### src/rtl/counter_pkg.sv
// Shared types for the counter monitor: FSM state encoding and the default counter width.
// The width constant is also used by the upstream counter module.
package counter_pkg;

  localparam int unsigned CNT_WIDTH = 26;

  typedef enum logic [1:0] {
    IDLE   = 2'd0,
    SYNC   = 2'd1,
    LOCKED = 2'd2
  } mon_state_t;

endpackage

### src/rtl/sat_counter.sv
// Saturating fault counter: counts increments, holds at all-ones, clear beats increment.
// One-cycle update latency; no backpressure.
module sat_counter #(
  parameter int ERR_W = 8
) (
  input  logic             i_clk,
  input  logic             i_rst,
  input  logic             i_inc,
  input  logic             i_clear,
  output logic [ERR_W-1:0] o_count
);

  logic [ERR_W-1:0] r_count;

  always_ff @(posedge i_clk) begin
    if (i_rst) begin
      r_count <= '0;
    end else if (i_clear) begin
      r_count <= '0;
    end else if (i_inc && (r_count != {ERR_W{1'b1}})) begin
      r_count <= r_count + ERR_W'(1);
    end
  end

  assign o_count = r_count;

endmodule

### src/rtl/counter_monitor.sv
// Checks that an upstream counter increments by one each cycle; locks after LOCK_CNT good steps.
// Outputs update one edge after the sample. Macro COUNTER_MONITOR_CAPTURE_EN builds the last_bad register.
module counter_monitor
  import counter_pkg::*;
#(
  parameter int WIDTH    = CNT_WIDTH,
  parameter int ERR_W    = 8,
  parameter int LOCK_CNT = 4
) (
  input  logic             i_clk,
  input  logic             i_rst,
  input  logic [WIDTH-1:0] i_data,
  input  logic             i_en,
  input  logic             i_clear,
  output logic             o_locked,
  output logic             o_err_pulse,
  output logic [ERR_W-1:0] o_err_count,
  output logic [WIDTH-1:0] o_last_bad
);

  localparam int RUN_W = 4;

  mon_state_t       r_state;
  logic [WIDTH-1:0] r_prev;
  logic             r_prev_valid;
  logic [RUN_W-1:0] r_run;
  logic             r_locked;
  logic             r_err_pulse;

  logic             w_good;
  logic             w_fault;
  logic [RUN_W-1:0] w_run_inc;

  // Modular add gives the all-ones -> zero wrap for free.
  assign w_good    = (i_data == (r_prev + WIDTH'(1)));
  assign w_fault   = i_en && (r_state == LOCKED) && !w_good;
  assign w_run_inc = r_run + RUN_W'(1);

  always_ff @(posedge i_clk) begin
    if (i_rst) begin
      r_state      <= IDLE;
      r_prev       <= '0;
      r_prev_valid <= 1'b0;
      r_run        <= '0;
      r_locked     <= 1'b0;
      r_err_pulse  <= 1'b0;
    end else begin
      r_err_pulse <= 1'b0;
      if (!i_en) begin
        r_state      <= IDLE;
        r_prev_valid <= 1'b0;
        r_run        <= '0;
        r_locked     <= 1'b0;
      end else begin
        case (r_state)
          IDLE: begin
            r_state <= SYNC;
          end
          SYNC: begin
            r_prev       <= i_data;
            r_prev_valid <= 1'b1;
            if (r_prev_valid) begin
              if (!w_good) begin
                r_run <= '0;
              end else if (w_run_inc == RUN_W'(LOCK_CNT)) begin
                r_state  <= LOCKED;
                r_locked <= 1'b1;
                r_run    <= '0;
              end else begin
                r_run <= w_run_inc;
              end
            end
          end
          LOCKED: begin
            r_prev <= i_data;
            if (!w_good) begin
              r_err_pulse <= 1'b1;
              r_state     <= SYNC;
              r_locked    <= 1'b0;
              r_run       <= '0;
            end
          end
          default: begin
            r_state  <= IDLE;
            r_locked <= 1'b0;
          end
        endcase
      end
    end
  end

  sat_counter #(.ERR_W(ERR_W)) u_err_cnt (
    .i_clk   (i_clk),
    .i_rst   (i_rst),
    .i_inc   (w_fault),
    .i_clear (i_clear),
    .o_count (o_err_count)
  );

`ifdef COUNTER_MONITOR_CAPTURE_EN
  logic [WIDTH-1:0] r_last_bad;

  always_ff @(posedge i_clk) begin
    if (i_rst || i_clear) begin
      r_last_bad <= '0;
    end else if (w_fault) begin
      r_last_bad <= i_data;
    end
  end

  assign o_last_bad = r_last_bad;
`else
  assign o_last_bad = '0;
`endif

  assign o_locked    = r_locked;
  assign o_err_pulse = r_err_pulse;

endmodule

### config.mk
export PLATFORM = sky130hd
export DESIGN_NAME = counter_monitor
export DESIGN_NICKNAME = d
export VERILOG_FILES = /design/src/rtl/counter_pkg.sv /design/src/rtl/sat_counter.sv /design/src/rtl/counter_monitor.sv
export SDC_FILE = /design/constraint.sdc
export NUM_CORES = 1
export LEC_CHECK = 0
export ABC_AREA = 1
export BUFFER_PORTS_ARGS = -buffer_cell sky130_fd_sc_hd__buf_2
export CORE_MARGIN = 2
export CORE_UTILIZATION = 56
export CTS_CLUSTER_SIZE = 14
export DETAILED_ROUTE_END_ITERATION = 12
export PLACE_DENSITY = 0.81
export SLEW_MARGIN = 15
export SYNTH_ARGS = -nofsm -noshare
export SYNTH_HDL_FRONTEND = slang
export SYNTH_SLANG_ARGS = --single-unit
### constraint.sdc
create_clock -name i_clk -period 2.8 [get_ports i_clk]
set_input_delay 0.56 -clock i_clk [delete_from_list [all_inputs] [get_ports i_clk]]
set_output_delay 0.56 -clock i_clk [all_outputs]
set_load 0.01 [all_outputs]
==> out/results.txt <==
Clock root buffer - clkbuf_8
I/O pin count - 66
Clk_lat worst skew - 0.30 ns
CP max stage cell - dfxtp_1
DRC Markers - 0
Max FO, Critical Path - 7
Ant. Diodes - 0
Critical Path Max Stage Delay - 0.38 ns
Share of cells above drive strength 1 - 13.9%
Die area - 6510 sq um
Clock buffer depth - 2
Final min period - 2.37 ns
Unrepaired setup endpoints after global routing - no
Non-Filler Instances - 640
Layout Utilization - 63.0%
Synth area leaders - dfxtp_1 26%, nand2_1 15%, inv_1 8.5%, nor2_1 8.3%, buf_4 5.9%
YS warnings - 0
Global-route wire length before repair - 12600 um
Startpoint Class - flip-flop
Total gr overflow - 0
Post-Syn Instances - 528
PnR worst setup slack - 0.429 ns
Synth cell types - 29
CTS HTree Levels - 2
CP Cell Sequence - ha_1 -> nand2_2 -> nor2_4 -> nand2_1 -> nor2_1 -> nand2_1 -> nand2_1 -> nand2_1 -> nor2_1 -> nand2_1 -> nor2_4 -> nand4_1 -> nand2_1 -> nand2_1 -> o21ai_0 -> nor2_1
CTS Buf Count - 5
GPL Wtd Cong - 0.922
Sw Share - 30.7%
Vias/cell - 5.14
DP Area - 3450 sq um
Setup WS pre-CTS - 0.477 ns
Drt wl/cell - 11.3 um
Worst-Margin Slew - 0.729 ns
Most Crowded Layer GR - met2
Crit end category - flip-flop
Post-synth top area share - 26.1%
LEAKAGE - 1.69 nW
Routing usage on met3 - 3.03%
Starting density of the core - 58.7%
CTS sink count - 43
Setup Skew - 0.00667 ns
Vias - 3287
CP Class - flip-flop to flip-flop
DP Cell Count - 632
Clock tree from TritonCTS - built
Mapped Area - 3290 sq um
Finished Cell Area - 3530 sq um
Slew headroom - 51.3%
Pwr Density - 360 nW/um^2
Period utilization - 84.7%
Total of max-cap violations - 0
Fmax - 422 MHz
FF-to-FF Start - r_prev[1]
Core area - 5610 sq um
Seq/Total Area, Yosys - 26.1%
TritonRoute pass-1 iters - 6
DIE HEIGHT - 80.7 um
Gr usage total - 24.1%
GR met1 Demand/Resource - 31.3%
Comb pwr share - 16.7%
GRT met2 Usage - 41.4%
Synthesis-to-finish area growth - 7.33%
Critical Path RT - 3.00 ns
Top cell type by total area after synthesis - dfxtp_1
Nets - 604
Routed Wire Length - 7210 um
Vias in the first global route - 2904
Setup TNS - 0 ns
Cts hold-fix bufs - 0
Max Slew Vio Count - 0
Hold path startpoint - i_rst
P_int - 0.882 mW
Postcts setup bufs - 0
Die width - 80.7 um
Clock power frac - 31.8%
Most Frequent Cell on Critical Path - nand2_1
Setup crit start - r_prev[1]
Initial antenna violation count - 0
WHS - 0.436 ns
Total power - 1.27 mW
Run status - complete, no violations
ANT nets after route - 0
Hold Vio Cnt, Final - 0
Largest net degree at the start of global routing - 32
Crit path DAT - 2.57 ns
PortBufs - 39
Post-cts gate resize count - 0
Net Sw Power - 0.391 mW
HPWL after detailed placement - 5630 um
Peak VDD IR - 0.237 mV
Num rows - 27
#FFs+latches synth - 43
Final setup viols - 0
Initial DRC count - 182
Path category of the worst min-delay check - input port to flip-flop
Mean Syn Cell Area - 6.24 sq um
Reg clk slew, reported paths - 0.09 ns
Part of the power in registers - 51.6%
==> critical path: cells and delay by family (launching register included) <==
| family | cells | cell delay (ns) |
|---|---|---|
| compound gates | 1 | 0.17 |
| simple gates | 14 | 1.48 |
| fa+ha+maj | 1 | 0.23 |
| flops | 1 | 0.38 |
==> power by group through the flow <==
stage	combinational, mW	clock, mW	sequential, mW
finish	0.212	0.405	0.657
CTS	0.210	0.417	0.657
detailed placement	0.208	0	0.671
global route	0.245	0.440	0.661
global placement	0.203	0	0.670
floorplan	0.176	0	0.665
==> state kept, by name (all words and copies together) (netlist names) <==
signal             cells
o_err_pulse            1
o_locked               1
r_prev                26
r_prev_valid           1
r_run                  4
r_state                2
u_err_cnt.o_count      8
==> layer usage <==
| metal | vias to the layer above | part of all wire, % |
|---|---|---|
| li1 | 1677 | - |
| met1 | 1478 | 46 |
| met2 | 123 | 46 |
| met3 | 9 | 7.0 |
| met4 | 0 | 1.2 |
| met5 | - | 0 |
==> final timing paths <==
| path | slack (ns) | depth (start not counted) | end |
|---|---|---|---|
| max | 0.43 | 16 | r_state[0] |
| min | 0.44 | 2 | o_err_pulse |
| max reg2reg | 0.43 | 16 | r_state[0] |
| min reg2reg | 0.48 | 2 | r_prev_valid |
==> layout by cell type, fill, tap and decap left out, types with 3 or more instances in the layout <==
| master | netlist | final |
|---|---|---|
| inv_1 | 75 | 75 |
| nand2_1 | 132 | 132 |
| nand3_1 | 30 | 30 |
| xnor2_1 | 9 | 9 |
| o21ai_0 | 35 | 35 |
| a21oi_1 | 23 | 23 |
| nand3b_1 | 4 | 4 |
| nor3_2 | 6 | 6 |
| o21ai_1 | 3 | 3 |
| ha_1 | 7 | 7 |
| clkbuf_8 | 0 | 5 |
| xor2_1 | 10 | 10 |
| buf_2 | 0 | 39 |
| nor2_2 | 5 | 5 |
| conb_1 | 1 | 26 |
| nor2_4 | 8 | 8 |
| nand2_2 | 3 | 3 |
| nor2_1 | 73 | 73 |
| nor3_1 | 5 | 5 |
| dfxtp_1 | 43 | 43 |
| nand4_1 | 12 | 12 |
==> Yosys cell counts <==
cell type / instances
nand2_1: 132
and2_1: 1
nand3_2: 1
dfxtp_1: 43
nand3b_1: 4
xnor2_1: 9
nor3_2: 6
clkbuf_1: 7
nand2_2: 3
nor3_1: 5
nand3_4: 2
buf_12: 1
o21ai_0: 35
nor4_1: 1
xor2_1: 10
nand2_4: 2
nor2_2: 5
buf_4: 26
ha_1: 7
or2_2: 2
inv_2: 1
nand3_1: 30
nand4_1: 12
conb_1: 1
nor2_4: 8
a21oi_1: 23
o21ai_1: 3
nor2_1: 73
inv_1: 75
==> logic make-up after synthesis <==
family | after synthesis | synth area share (%)
compound gates | 61 | 9.27
xor+xnor | 19 | 5.05
simple gates | 287 | 40.8
other cells | 1 | 0.114
flops | 43 | 26.1
fa+ha+maj | 7 | 2.66
buf+inv | 110 | 16.0
==> final cells by class <==
class | instances | area (sq um)
clock buffers | 5 | 68.8
clock inverters | 3 | 20.0
fillers | 550 | 2070
inverters | 76 | 285
multi-input cells | 400 | 2000
flip-flops and latches | 43 | 861
well taps | 72 | 90.1
repair buffers | 41 | 210
(Power assumes the default switching activity.)
